File: src/rtl/rst_seq_pkg.sv
// Shared types and helpers for the reset sequencer and its clock-enable divider.
// Latency: n/a (types and constant functions only).
// Backpressure: n/a.
package rst_seq_pkg;

   // Sequencer phases: all channels held, staged release, steady state.
   typedef enum logic [1:0] {
      HOLD  = 2'd0,
      STAGE = 2'd1,
      RUN   = 2'd2
   } seq_state_t;

   // Width needed for a counter that must reach max_count (never below 1 bit).
   function automatic int cnt_width(input int max_count);
      if (max_count < 1) begin
         return 1;
      end
      return $clog2(max_count + 1);
   endfunction

   // Larger of two integers, used to size a counter shared by two phases.
   function automatic int max_of(input int a, input int b);
      return (a > b) ? a : b;
   endfunction

endpackage

File: src/rtl/clk_en_div.sv
// Free-running clock-enable divider: one-cycle ce strobe every DIV cycles.
// Latency: first ce is high in the cycle after the DIV-th edge out of reset.
// Backpressure: none; counter only cleared by rst, DIV=1 gives constant ce.
module clk_en_div
   import rst_seq_pkg::*;
#(
   parameter int DIV = 4
)(
   input  logic clk,
   input  logic rst,
   output logic ce
);

   localparam int CW = cnt_width(DIV - 1);
   localparam logic [CW-1:0] LAST = CW'(DIV - 1);

   if (DIV < 1) begin : g_bad_div
      $error("clk_en_div: DIV must be >= 1");
   end

   logic [CW-1:0] cnt_q;
   logic          ce_q;

   // Count 0..DIV-1 and raise ce for the cycle following each wrap.
   always_ff @(posedge clk) begin
      if (rst) begin
         cnt_q <= '0;
         ce_q  <= 1'b0;
      end else if (cnt_q == LAST) begin
         cnt_q <= '0;
         ce_q  <= 1'b1;
      end else begin
         cnt_q <= cnt_q + CW'(1);
         ce_q  <= 1'b0;
      end
   end

   assign ce = ce_q;

endmodule

File: src/rtl/rst_seq_gen.sv
// Staged reset sequencer: holds all channels, releases them bit 0 first, then runs.
// Latency: ch_rst[k] falls HOLD_CYCLES-1 + k*STAGE_GAP edges after reset; all outputs registered.
// Backpressure: soft_req accepted only in RUN (one-cycle soft_ack); otherwise ignored.
module rst_seq_gen
   import rst_seq_pkg::*;
#(
   parameter int NUM_CH      = 4,
   parameter int HOLD_CYCLES = 5,
   parameter int STAGE_GAP   = 2,
   parameter int CE_DIV      = 4
)(
   input  logic              clk,
   input  logic              rst,
   input  logic              soft_req,
   output logic              soft_ack,
   output logic [NUM_CH-1:0] ch_rst,
   output logic              all_ready,
   output logic              busy,
   output logic              ce
);

   // One counter serves both the hold phase and the inter-stage gap.
   localparam int CNT_MAX = max_of(HOLD_CYCLES, STAGE_GAP) - 1;
   localparam int CW      = cnt_width(CNT_MAX);
   localparam logic [CW-1:0] HOLD_LAST = CW'(HOLD_CYCLES - 1);
   localparam logic [CW-1:0] GAP_LAST  = CW'(STAGE_GAP - 1);

   if (NUM_CH < 1) begin : g_bad_num_ch
      $error("rst_seq_gen: NUM_CH must be >= 1");
   end
   if (HOLD_CYCLES < 1) begin : g_bad_hold
      $error("rst_seq_gen: HOLD_CYCLES must be >= 1");
   end
   if (STAGE_GAP < 1) begin : g_bad_gap
      $error("rst_seq_gen: STAGE_GAP must be >= 1");
   end
   if (CE_DIV < 1) begin : g_bad_ce_div
      $error("rst_seq_gen: CE_DIV must be >= 1");
   end

   seq_state_t        state_q;
   seq_state_t        state_d;
   logic [CW-1:0]     cnt_q;
   logic [CW-1:0]     cnt_d;
   logic [NUM_CH-1:0] ch_q;
   logic [NUM_CH-1:0] ch_d;
   logic [NUM_CH-1:0] ch_next_release;
   logic              ready_q;
   logic              busy_q;
   logic              ack_q;
   logic              ack_d;

   // Releasing the lowest still-asserted channel keeps the release order
   // strictly bit 0 upward; a channel can never drop ahead of a lower one.
   assign ch_next_release = ch_q & (ch_q - NUM_CH'(1));

   // Next-state logic: hold count, staged releases, soft-reset acceptance.
   always_comb begin
      state_d = state_q;
      cnt_d   = cnt_q;
      ch_d    = ch_q;
      ack_d   = 1'b0;
      case (state_q)
         HOLD: begin
            if (cnt_q == HOLD_LAST) begin
               ch_d    = ch_next_release;
               cnt_d   = '0;
               state_d = STAGE;
            end else begin
               cnt_d = cnt_q + CW'(1);
            end
         end
         STAGE: begin
            // Once the last channel has gone low, the next edge enters RUN.
            if (ch_q == '0) begin
               cnt_d   = '0;
               state_d = RUN;
            end else if (cnt_q == GAP_LAST) begin
               ch_d  = ch_next_release;
               cnt_d = '0;
            end else begin
               cnt_d = cnt_q + CW'(1);
            end
         end
         RUN: begin
            // A request is honoured on an edge sampled while already in RUN.
            if (soft_req) begin
               ch_d    = '1;
               cnt_d   = '0;
               ack_d   = 1'b1;
               state_d = HOLD;
            end
         end
         default: begin
            ch_d    = '1;
            cnt_d   = '0;
            state_d = HOLD;
         end
      endcase
   end

   // State, counter and registered outputs; rst restores everything at once.
   always_ff @(posedge clk) begin
      if (rst) begin
         state_q <= HOLD;
         cnt_q   <= '0;
         ch_q    <= '1;
         ready_q <= 1'b0;
         busy_q  <= 1'b1;
         ack_q   <= 1'b0;
      end else begin
         state_q <= state_d;
         cnt_q   <= cnt_d;
         ch_q    <= ch_d;
         ready_q <= (state_d == RUN);
         busy_q  <= (state_d != RUN);
         ack_q   <= ack_d;
      end
   end

   clk_en_div #(
      .DIV (CE_DIV)
   ) u_ce_div (
      .clk (clk),
      .rst (rst),
      .ce  (ce)
   );

   assign ch_rst    = ch_q;
   assign all_ready = ready_q;
   assign busy      = busy_q;
   assign soft_ack  = ack_q;

   // Released channels always form a contiguous run starting at bit 0.
   logic [NUM_CH-1:0] released;
   assign released = ~ch_q;

   a_release_order: assert property (@(posedge clk) disable iff (rst)
      (released & (released + NUM_CH'(1))) == '0);

   a_ready_busy: assert property (@(posedge clk) disable iff (rst)
      all_ready == !busy);

   a_ack_single: assert property (@(posedge clk) disable iff (rst)
      soft_ack |=> !soft_ack);

endmodule

File: config.mk
export PLATFORM = sky130hd
export DESIGN_NAME = rst_seq_gen
export DESIGN_NICKNAME = d
export VERILOG_FILES = /design/src/rtl/rst_seq_pkg.sv /design/src/rtl/clk_en_div.sv /design/src/rtl/rst_seq_gen.sv
export SDC_FILE = /design/constraint.sdc
export NUM_CORES = 1
export LEC_CHECK = 0
export ABC_AREA = 0
export CORE_MARGIN = 8
export CORE_UTILIZATION = 49
export DETAILED_ROUTE_END_ITERATION = 16
export HOLD_SLACK_MARGIN = 0.15
export PLACE_DENSITY = 0.74
export SYNTH_ARGS = -nofsm -noshare
export SYNTH_HDL_FRONTEND = slang
export SYNTH_SLANG_ARGS = --single-unit
File: constraint.sdc
create_clock -name clk -period 1.7 [get_ports clk]
set_clock_uncertainty 0.2 [all_clocks]
set_input_delay 0.255 -clock clk [delete_from_list [all_inputs] [get_ports clk]]
set_output_delay 0.255 -clock clk [all_outputs]
set_load 0.02 [all_outputs]
### Yosys cells after proc, flatten, opt, wreduce, memory -nomap -nowiden

Index checks and enable logic that the tools add are counted.

* add/sub/neg operators: 3
* equal/unequal tests: 11
* muxes and demuxes: 16
* bitwise gates (word level): 2
* reductions and logical operators: 5

Operators with widths (count)
* 4-bit two-way mux: 4
* 3-bit two-way mux: 4
* 4-bit one-hot mux with 3 select lines: 1
* 2-bit != test (second input constant): 5
* 3-bit one-hot mux with 3 select lines: 1
* 2-bit == test (second input constant): 3
* 2-bit two-way mux: 3
* 2-bit one-hot mux with 3 select lines: 1
* 4-bit AND: 1
* 4-bit logical NOT: 1
* 4-bit AND reduction: 1
* 2-bit OR reduction: 2
* 4-bit by 1-bit subtractor with 4-bit output (second input constant): 1
* 3-bit by 1-bit adder with 3-bit output (second input constant): 1
* 3-bit by 1-bit == test with 1-bit output (second input constant): 1
* 3-bit == test (second input constant): 1
* 2-bit by 1-bit adder with 2-bit output (second input constant): 1
* 2-bit by 1-bit == test with 1-bit output (second input constant): 1
* 2-bit logical NOT: 1
* 1-bit two-way mux: 2
* 1-bit inverter: 1

* bits in registers: 15

### Logic depth before layout (Yosys ltp)

Gate-level depths: netlist (run 1).

* depth in word-level cells: 5
* gate-level depth with buffers: 5
* depth with buffers taken out: 5

### Modules after synthesis

A second synthesis (run 1) with hierarchy kept.

* cells, all modules: 60
* area, all modules: 644.4 sq um

By module, submodules not included
* rst_seq_gen: times used 1, cells each 53, area an instance 540.5 sq um
* clk_en_div: times used 1, cells each 7, area an instance 103.8 sq um

### Worst setup path after synthesis (run 1)

Ideal clock, no wire load.

* path type: register -> register
* start: reg ch_q[0] (netlist: ch_rst[0])
* end: reg cnt_q[0]
* setup time: 132 ps
* data arrival time: 1207 ps
* slack: 161 ps
* stages on the path, launching flop included: 4
* buffers on the path: 0
* period minus slack after synthesis: 1539 ps
* cells stage by stage: dfxtp_1 -> or4_4 -> a31oi_2 -> a211oi_1

* cells in the longest elaborated chain, start to end: 3

RTL lines
* start, declared: line rst_seq_gen.sv:45 `logic [NUM_CH-1:0] ch_q;`
* start signal, assigned: line rst_seq_gen.sv:114 `ch_q <= ch_d;`
* 4-bit logical NOT: line rst_seq_gen.sv:75 `if (ch_q == '0) begin`
* 3-bit two-way mux: line rst_seq_gen.sv:75
* 3-bit one-hot mux with 3 select lines: line rst_seq_gen.sv:63 `case (state_q)`
* end signal, assigned: line rst_seq_gen.sv:113 `cnt_q <= cnt_d;`
* end, declared: line rst_seq_gen.sv:43 `logic [CW-1:0] cnt_q;`

No other way between the ends.
A chain may end at the register's enable or synchronous reset.

### Worst setup path after layout (run 1)

* start: reg ready_q (netlist: all_ready)
* end: out all_ready

RTL lines
* start, declared: line rst_seq_gen.sv:48 `logic ready_q;`
* start signal, assigned: line rst_seq_gen.sv:115 `ready_q <= (state_d == RUN);`
* end, declared: line rst_seq_gen.sv:17 `output logic all_ready,`

No word-level cell between the ends.

==> impl_results.md, run 1 <==
* Core Region at about 0.0013 sq mm
* Worst Slack Setup Final at ~0.056 ns
* Power after layout at roughly 0.0007 W
* Layout Cells excl Fill at 95
* Detail-routed net length per standard cell at between 10 and 15 um
* Ratio of final minimum period to clock period at 0.967
* GRT met2 Usage at 0.141
* Post-synth cell types at 31
* Area fraction of the dominant cell type after synthesis at 0.450
* Met1 demand-to-capacity share in global routing at 0.122
* Cts repair resizes at 4
* Number of nets in the layout at between 80 and 90
* Total instance count after detailed placement at around 90
* Diodes inserted at 0
* Reported max-cap violation count at 0
* Inserted Clock Buffers at 3
* First DRT Iteration DRCs at 6
* Count of mapped cells out of synthesis at between 60 and 70
* Critical path buffer and inverter count at 1
* Syn-to-layout area delta at 22.9%
* Arr. time, crit path at roughly 1.2 ns
* CTS HTree Levels at 1
* Worst-margin pin slew at between 0.3 and 0.4 ns
* Quantity of I/O buffers inserted on ports at 10
* Cell Area, Placed at 779 sq um
* Number of global-route vias before repair at 471
* Flops & latches, synth at 15
* Clock tree root driver cell: sky130_fd_sc_hd__clkbuf_4
* Clock slew at reported path FFs at 0.09 ns
* Number of hold-slack violations in the final timing report at 0
* Gp weighted congestion at about 0.77
* Residual antenna-violating net count after detailed routing at 0
* Number of setup buffers added after CTS at 0
* Post-route DRC violation count at 0
* Slowest cell on the critical path: sky130_fd_sc_hd__clkdlybuf4s50_1
* Hold Slack at approximately 0.22 ns
* Fraction of layout cells with a size suffix above 1 at 0.125
* Maximum fanout encountered on the critical timing path at 1
* Routed WL at 1.21 mm
* Overall die height at 52.9 um
* Commonest cells after routing, fill and taps aside: sky130_fd_sc_hd__dfxtp_1, sky130_fd_sc_hd__ha_1
* Req. time, crit path at about 1.2 ns
* DIE WIDTH at approximately 53 um
* Buffer depth of the longest clock path at 2
* Wire length of the first global-routing pass at roughly 2.1 mm
* Clock Latency Late Sink at roughly 0.28 ns
* Min-delay worst type: reg2reg
* Vias post-DR at between 500 and 600
* Category of the most critical setup path: reg2out
* Portion of the post-synthesis area used by sequential elements at 0.450
* Standby leakage power at ~0.36 nW
* Number of endpoints failing setup at the final stage at 0
* Reg-to-reg setup timing slack at approximately 0.12 ns
* Avg Synthesized Cell Area at 9.81 sq um
* Area of the die at 0.00280 sq mm
* HPWL after detailed placement at between 800 and 900 um
* YS warnings at 0
* Power per cell area at roughly 850 mW/mm^2
* Final cell area excluding filler cells at roughly 820 sq um
* Max VDD drop at around 0.53 mV
* Starting density of the core at 0.519
* Post-placement setup slack at about 0.086 ns
* Primary flip-flop cell chosen by synthesis mapping: sky130_fd_sc_hd__dfxtp_1
* Detailed Routing Iterations Pass 1 at 4
* Slew HR at 0.762
* Share of async-settable or async-resettable flops after synthesis at 0
* I/O pin count at 11
* Kind of end point of the critical path: primary output
* Clock tree from TritonCTS: built
* Most common cell after layout, fill and taps aside: sky130_fd_sc_hd__dfxtp_1
* Cell types with the largest area share after synthesis: sky130_fd_sc_hd__dfxtp_1, sky130_fd_sc_hd__ha_1, sky130_fd_sc_hd__a211oi_1
* Global route total overflow at 0
* Top achievable clock speed at around 610 MHz
* CTS hold repair buffers at 0
* Setup repair after global routing missed its margin: true
* Num rows at 13
* Number of flops mapped to enable cells by yosys at 0
* Stage delay of the slowest cell on the critical path at 0.60 ns
* Post-synthesis instance area at ~670 sq um
* Filler instances at approximately 110
* Busiest grt layer: met2
* Crit path max-delay family: buffers and inverters
* Net count after synthesis at 76
* Pin count of the biggest net entering global routing at 12
* Status: finished clean
* Most area-hungry cell type in the Yosys netlist: sky130_fd_sc_hd__dfxtp_1
* CP Launch Type: flop
* Shortest period the worst path allows at 1.64 ns
* Post-detailed-route via-to-cell ratio at between 5 and 6
* Fraction of met3 tracks used by global routing at 0.0336
* List of cells traversed by the critical path: clkdlybuf4s50_1
* Antenna violations before repair at 0
* Clock sink count at 15
* Final Max Slew Viols at 0
* GRT Overall Usage at 0.0988
-- cells in the mapped netlist (all sizes together) (2+ instances only) --
cell     n
a211oi   3
a21oi    4
a31oi    2
buf      2
dfxtp   15
ha       5
inv      4
nand2b   2
nand3    2
nand3b   2
nor2     4
nor2b    2
nor3     3
o21ai    2
-- cells by family (layout without fill, tap and decap cells) --
family	after synthesis	in the layout	synth area share
muxes	1	1	0.0169
and+or+nand+nor	24	24	0.231
buffers and inverters	7	19	0.0431
DFF	15	15	0.450
adders and majority gates	5	5	0.0938
AOI/OAI and AO/OA	15	15	0.152
xor gates and xnor gates	1	1	0.0131
-- metal layers --
metal / up-vias / share of wire
li1: 269 / -
met1: 227 / 0.51
met2: 11 / 0.44
met3: 2 / 0.045
met4: 0 / 0.0099
met5: - / 0
-- state kept, by name, indices dropped and copies added (netlist names) --
signal,flops
soft_ack,1
all_ready,1
u_ce_div.cnt_q,2
cnt_q,3
u_ce_div.ce,1
state_q,2
busy,1
ch_rst,4
-- path summary, 6_finish.rpt --
path / startpoint / end / cells past startpoint
max reg2reg: cnt_q[0] / cnt_q[0] / 5
min: u_ce_div.cnt_q[0] / u_ce_div.cnt_q[0] / 1
max: all_ready / all_ready / 1
min reg2reg: u_ce_div.cnt_q[0] / u_ce_div.cnt_q[0] / 1
-- where the power goes --
| part | total [W] | switching (W) | internal [W] |
|---|---|---|---|
| registers | 0.000393 | 0.0000217 | 0.000372 |
| logic | 0.000108 | 0.0000534 | 0.0000541 |
| clock network | 0.000198 | 0.000111 | 0.0000873 |
-- cell type report --
| class | count | area [sq um] | area share |
|---|---|---|---|
| Clock buffer | 3 | 22.5 | 0.0275 |
| Timing Repair Buffer | 11 | 110 | 0.134 |
| Sequential cell | 15 | 300 | 0.366 |
| Multi-Input combinational cell | 46 | 348 | 0.424 |
| Tap cell | 15 | 18.8 | 0.0229 |
| Inverter | 4 | 15.0 | 0.0183 |
| Clock inverter | 1 | 5.00 | 0.00611 |
-- through the flow --
step	setup TNS, ns	utilization
after floorplan	0	-
after global placement	0	0.607
after detailed placement	0	0.607
after CTS	0	0.624
after global routing	-0.0207	0.638
final	0	0.638
Power figures use the tool's default switching activity.
==> run 2: changes to the inputs <==
--- a/config.mk
+++ b/config.mk
@@ -6,11 +6,13 @@
 export NUM_CORES = 1
 export LEC_CHECK = 0
 export ABC_AREA = 0
+export CELL_PAD_IN_SITES_DETAIL_PLACEMENT = 1
+export CELL_PAD_IN_SITES_GLOBAL_PLACEMENT = 2
 export CORE_MARGIN = 8
-export CORE_UTILIZATION = 49
+export CORE_UTILIZATION = 31
 export DETAILED_ROUTE_END_ITERATION = 16
 export HOLD_SLACK_MARGIN = 0.15
-export PLACE_DENSITY = 0.74
+export PLACE_DENSITY_LB_ADDON = 0.1
 export SYNTH_ARGS = -nofsm -noshare
 export SYNTH_HDL_FRONTEND = slang
 export SYNTH_SLANG_ARGS = --single-unit
==> impl_results.md, run 2 (same netlist as run 1, synthesis figures left out) <==
* Sequential cell fraction of total power at 0.548 (-0.015)
* Final setup TNS at 0 ns (unchanged)
* First DRT Iteration DRCs at 4 (-2)
* Stage delay of the slowest cell on the critical path at 0.60 ns (about the same)
* Power per cell area at 850 mW/mm^2 (-0.41%)
* Vias post-DR at 530 (+4.1%)
* Most common cell after layout, fill and taps aside: sky130_fd_sc_hd__dfxtp_1
* Standby leakage power at 0.327 nW (-8.2%)
* Clock Latency Late Sink at 0.27 ns (about the same)
* Clock tree root driver cell: sky130_fd_sc_hd__clkbuf_4
* Buffer depth of the longest clock path at 2 (unchanged)
* Quantity of I/O buffers inserted on ports at 10 (unchanged)
* Worst Slack Setup Final at 0.0520 ns (-0.00445 ns)
* Max VDD drop at 0.359 mV (-33%)
* Kind of end point of the critical path: primary output
* Number of hold-slack violations in the final timing report at 0 (unchanged)
* Global route total overflow at 0 (unchanged)
* Power share of the combinational group at 0.170 (+0.016)
* Clock tree from TritonCTS: built
* Switching part of the total power at 0.267 (+0.000802)
* NetSw at 0.000191 W (+2.6%)
* Post-detailed-route via-to-cell ratio at 4.86 (-9.2%)
* Post-placement setup slack at 0.0474 ns (-0.0381 ns)
* Clock slew at reported path FFs at 0.09 ns (about the same)
* Number of nets in the layout at 91 (+2.2%)
* Reg-to-reg setup timing slack at 0.14 ns (+0.02 ns)
* Routed WL at 1.49 mm (+22%)
* Fraction of layout cells with a size suffix above 1 at 0.146 (+0.0213)
* Slew HR at 0.737 (-0.0253)
* Top achievable clock speed at 607 MHz (-0.27%)
* List of cells traversed by the critical path: clkdlybuf4s50_1
* Slowest cell on the critical path: sky130_fd_sc_hd__clkdlybuf4s50_1
* Area of the die at 0.00389 sq mm (+39%)
* Pin count of the biggest net entering global routing at 12 (unchanged)
* Maximum fanout encountered on the critical timing path at 1 (unchanged)
* Clock share of power at 0.282 (-0.002)
* Critical path buffer and inverter count at 1 (unchanged)
* Antenna violations before repair at 0 (unchanged)
* DIE WIDTH at 62.4 um (+18%)
* Core Region at 0.00200 sq mm (+56%)
* Syn-to-layout area delta at 26.3%
* Ratio of final minimum period to clock period at 0.969 (+0.00262)
* GRT Overall Usage at 0.0801 (-0.0187)
* Detail-routed net length per standard cell at 13.6 um (+6.7%)
* Gp weighted congestion at 0.730 (-4.8%)
* CP Launch Type: flop
* Clock sink count at 15 (unchanged)
* Req. time, crit path at 1.24 ns (about the same)
* HPWL after detailed placement at 1.13 mm (+26%)
* Post-layout util at 0.421 (-0.217)
* Arr. time, crit path at 1.19 ns (about the same)
* Post-route DRC violation count at 0 (unchanged)
* I/O pin count at 11 (unchanged)
* Worst-margin pin slew at 0.391 ns (+0.0355 ns)
* Num rows at 16 (+3)
* Overall die height at 62.4 um (+18%)
* Internal power component at 0.000525 W (+2.2%)
* Category of the most critical setup path: reg2out
* Starting density of the core at 0.333 (-0.186)
* Setup repair after global routing missed its margin: false
* CTS HTree Levels at 1 (unchanged)
* Inserted Clock Buffers at 3 (unchanged)
* Diodes inserted at 0 (unchanged)
* Status: finished clean
* Largest register FFs at 4 (unchanged)
* Min-delay worst type: reg2reg
* CTS hold repair buffers at 0 (unchanged)
* Wire length of the first global-routing pass at 2.55 mm (+23%)
* Crit path max-delay family: buffers and inverters
* Final Max Slew Viols at 0 (unchanged)
* Detailed Routing Iterations Pass 1 at 2 (-2)
* Shortest period the worst path allows at 1.65 ns (+0.00445 ns)
* Commonest cells after routing, fill and taps aside: sky130_fd_sc_hd__dfxtp_1, sky130_fd_sc_hd__clkdlybuf4s50_1, sky130_fd_sc_hd__ha_1
* Hold Slack at 0.230 ns (+0.00642 ns)
* Reported max-cap violation count at 0 (unchanged)
* Number of global-route vias before repair at 534 (+13%)
* Number of endpoints failing setup at the final stage at 0 (unchanged)
* Residual antenna-violating net count after detailed routing at 0 (unchanged)
run 2: cell types whose count changed in the layout (fill, tap and decap cells not counted), sizes merged:
cell | before | now
clkdlybuf4s50 | 3 | 6
dlymetal6s2s | 3 | 0
clkbuf | 3 | 4
clkinv | 1 | 0
buf | 1 | 3
run 2: worst paths after layout:
path | endpoint | from | depth (start not counted)
worst max-delay path | busy | busy | 1
worst min-delay path | u_ce_div.cnt_q[0] | u_ce_div.cnt_q[0] | 1
worst max register to register | cnt_q[0] | ch_rst[0] | 3
worst min register to register | u_ce_div.cnt_q[0] | u_ce_div.cnt_q[0] | 1
run 2: stage by stage:
| stage | cell area (sq um) | std cells | power [W] |
|---|---|---|---|
| CTS | 831 | 109 | 0.000726 |
| global route | 842 | 109 | 0.000768 |
| floorplan | 667 | 68 | 0.000476 |
| global placement | 810 | 105 | 0.000519 |
| detailed placement | 810 | 105 | 0.000521 |
| finish | 842 | 109 | 0.000716 |
run 2: cell type report:
cell class	instances	area (sq um)
well taps	27	33.8
clock buffers	4	26.3
repair buffers	13	118
inverters	4	15.0
flip-flops and latches	15	302
fillers	238	1160
multi-input cells	46	348
run 2: routing by layer:
metal | track usage | wire length [um] | up-vias
met4 | 0.0427 | 12 | 0
met2 | 0.122 | 641 | 7
met5 | 0 | 0 | -
met3 | 0.0287 | 64 | 2
met1 | 0.0963 | 766 | 246
li1 | - | - | 275
run 2: worst register-to-register path, stage by stage, from the launching register on:
cell and delay, ns:
sky130_fd_sc_hd__dfxtp_1 0.38, sky130_fd_sc_hd__or4_4 0.56, sky130_fd_sc_hd__a31oi_2 0.20, sky130_fd_sc_hd__a211oi_1 0.09
run 2: power groups by stage:
stage / combinational, W / sequential [W] / clock, W
6_report: 0.000122 / 0.000392 / 0.000202
5_1_grt: 0.000139 / 0.000396 / 0.000233
4_1_cts: 0.000121 / 0.000391 / 0.000214
3_5_place_dp: 0.000122 / 0.000399 / 0
3_3_place_gp: 0.000120 / 0.000399 / 0
2_1_floorplan: 0.0000788 / 0.000397 / 0
run 2: timing repair:
item                                    in CTS  in global routing
gates resized for setup                      4                  3
buffers inserted                             0                  0
pin swaps                                    0                  1
gates cloned                                 0                  0
endpoints found under the setup margin       4                  4
==> run 3: changes to the inputs <==
--- a/config.mk
+++ b/config.mk
@@ -9,7 +9,9 @@
 export CELL_PAD_IN_SITES_DETAIL_PLACEMENT = 1
 export CELL_PAD_IN_SITES_GLOBAL_PLACEMENT = 2
 export CORE_MARGIN = 8
-export CORE_UTILIZATION = 31
+export CORE_UTILIZATION = 33
+export CTS_BUF_LIST = sky130_fd_sc_hd__clkbuf_4
+export CTS_CLUSTER_DIAMETER = 60
 export DETAILED_ROUTE_END_ITERATION = 16
 export HOLD_SLACK_MARGIN = 0.15
 export PLACE_DENSITY_LB_ADDON = 0.1
==> impl_results.md, run 3 (same netlist as run 1, synthesis figures left out) <==
* Clock slew at reported path FFs at 0.09 ns (about the same)
* Global route total overflow at 0 (unchanged)
* Number of cell instances on the worst register-to-register path at 3 (unchanged)
* Diodes inserted at 0 (unchanged)
* R2R Path Start: state_q[0]
* Cell Area, Placed at 810 sq um (unchanged)
* Antenna violations before repair at 0 (unchanged)
* Max VDD drop at 0.356 mV (-0.89%)
* Crit path max-delay family: buffers and inverters
* Slowest cell on the critical path: sky130_fd_sc_hd__clkdlybuf4s50_1
* Number of global-route vias before repair at 554 (+3.7%)
* Final setup TNS at 0 ns (unchanged)
* Starting density of the core at 0.343 (+0.0103)
* Post-route DRC violation count at 0 (unchanged)
* Maximum fanout encountered on the critical timing path at 1 (unchanged)
* DIE WIDTH at 61.0 um (-2.3%)
* Worst Slack Setup Final at 0.0508 ns (-0.00119 ns)
* CTS hold repair buffers at 0 (unchanged)
* Kind of end point of the critical path: primary output
* Number of setup buffers added after CTS at 0 (unchanged)
* Residual antenna-violating net count after detailed routing at 0 (unchanged)
* RR Endpoint: busy
* Most common cell after layout, fill and taps aside: sky130_fd_sc_hd__dfxtp_1
* Power per cell area at 862 mW/mm^2 (+1.5%)
* Worst-margin pin slew at 0.384 ns (-0.00654 ns)
* Category of the most critical setup path: reg2out
* Cts repair resizes at 4 (unchanged)
* Syn-to-layout area delta at 27.0%
* Gp weighted congestion at 0.693 (-5.1%)
* Crit. path cell count at 1 (unchanged)
* Post-detailed-route via-to-cell ratio at 4.94 (+1.5%)
* Status: finished clean
* Commonest cells after routing, fill and taps aside: sky130_fd_sc_hd__dfxtp_1, sky130_fd_sc_hd__ha_1, sky130_fd_sc_hd__clkdlybuf4s50_1
* Number of nets in the layout at 91 (unchanged)
* Number of hold-slack violations in the final timing report at 0 (unchanged)
* I/O pin count at 11 (unchanged)
* Top achievable clock speed at 606 MHz (about the same)
* Final Max Slew Viols at 0 (unchanged)
* Clock sink count at 15 (unchanged)
* Fraction of layout cells with a size suffix above 1 at 0.146 (unchanged)
* Largest register FFs at 4 (unchanged)
* Num rows at 16 (unchanged)
* Routed WL at 1.48 mm (-0.20%)
* Wire length of the first global-routing pass at 2.62 mm (+2.7%)
* Number of endpoints failing setup at the final stage at 0 (unchanged)
* Post-placement setup slack at 0.0566 ns (+0.00915 ns)
* Quantity of I/O buffers inserted on ports at 10 (unchanged)
* Clock Latency Late Sink at 0.28 ns (about the same)
* Req. time, crit path at 1.24 ns (about the same)
* Buffer depth of the longest clock path at 2 (unchanged)
* Ratio of final minimum period to clock period at 0.970 (about the same)
* GRT Overall Usage at 0.0948 (+0.0146)
* Pin count of the biggest net entering global routing at 12 (unchanged)
* Clock tree root driver cell: sky130_fd_sc_hd__clkbuf_4
* CP Launch Type: flop
* Reg-to-reg setup timing slack at 0.14 ns (about the same)
* Critical path destination: busy
* Stage delay of the slowest cell on the critical path at 0.59 ns (about the same)
* Min-delay worst type: reg2reg
* Area of the die at 0.00372 sq mm (-4.5%)
* Standby leakage power at 0.349 nW (+6.6%)
* Detail-routed net length per standard cell at 13.6 um (-0.20%)
* Slew HR at 0.744 (+0.00641)
* Vias post-DR at 538 (+1.5%)
* Arr. time, crit path at 1.19 ns (about the same)
* Final cell area excluding filler cells at 847 sq um (+0.59%)
* Setup repair after global routing missed its margin: false
* Detailed Routing Iterations Pass 1 at 2 (unchanged)
* Overall die height at 61.0 um (-2.3%)
* Inserted Clock Buffers at 3 (unchanged)
* HPWL after detailed placement at 1.12 mm (-0.74%)
* Post-layout util at 0.436 (+0.0156)
* List of cells traversed by the critical path: clkdlybuf4s50_1
* Shortest period the worst path allows at 1.65 ns (+0.00119 ns)
* CTS HTree Levels at 1 (unchanged)
* Worst setup path startpoint: busy
* Core Region at 0.00194 sq mm (-3.0%)
* Clock tree from TritonCTS: built
* Reported max-cap violation count at 0 (unchanged)
* Hold Slack at 0.233 ns (+0.00253 ns)
* Critical path buffer and inverter count at 1 (unchanged)
* First DRT Iteration DRCs at 5 (+1)
## run 3: changes by cell type in the layout (fill, tap and decap cells not counted)
cell                              delta
sky130_fd_sc_hd__clkbuf_1            -1
sky130_fd_sc_hd__clkbuf_4            +1
sky130_fd_sc_hd__clkdlybuf4s50_1     -1
sky130_fd_sc_hd__dfxtp_1             +1
sky130_fd_sc_hd__dfxtp_2             -1
sky130_fd_sc_hd__dlymetal6s2s_1      +1
## run 3: per-layer routing
layer	routed length, um	track usage
met5	0	0
met4	12	0.0498
met3	77	0.0339
met2	660	0.136
met1	731	0.120
## run 3: cell type report
cell class,count,area (sq um)
Fill cell,253,1090
Multi-Input combinational cell,46,348
Sequential cell,15,300
Timing Repair Buffer,13,120
Tap cell,27,33.8
Clock buffer,4,30.0
Inverter,4,15.0
## run 3: per-stage QoR
step / total power, W / cells
after floorplan: 0.000476 / 68
after global placement: 0.000513 / 105
after detailed placement: 0.000518 / 105
after CTS: 0.000735 / 109
after global routing: 0.000777 / 109
final: 0.000730 / 109
## run 3: how the worst min path moves through the flow
stage,endpoint,slack [ns],start,cells past startpoint
2_1_floorplan,u_ce_div.ce,0.13,rst,1
3_3_place_gp,u_ce_div.cnt_q[0],0.21,u_ce_div.cnt_q[0],1
3_5_place_dp,u_ce_div.cnt_q[0],0.22,u_ce_div.cnt_q[0],1
4_1_cts,u_ce_div.cnt_q[0],0.24,u_ce_div.cnt_q[0],1
5_1_grt,u_ce_div.cnt_q[0],0.28,u_ce_div.cnt_q[0],1
6_report,u_ce_div.cnt_q[0],0.23,u_ce_div.cnt_q[0],1
## run 3: power breakdown
part	leakage [nW]	internal, W	switching (W)	total (W)
registers	0.122	0.000372	0.0000231	0.000395
clock network	0.0184	0.000107	0.000114	0.000221
logic	0.208	0.0000588	0.0000555	0.000114
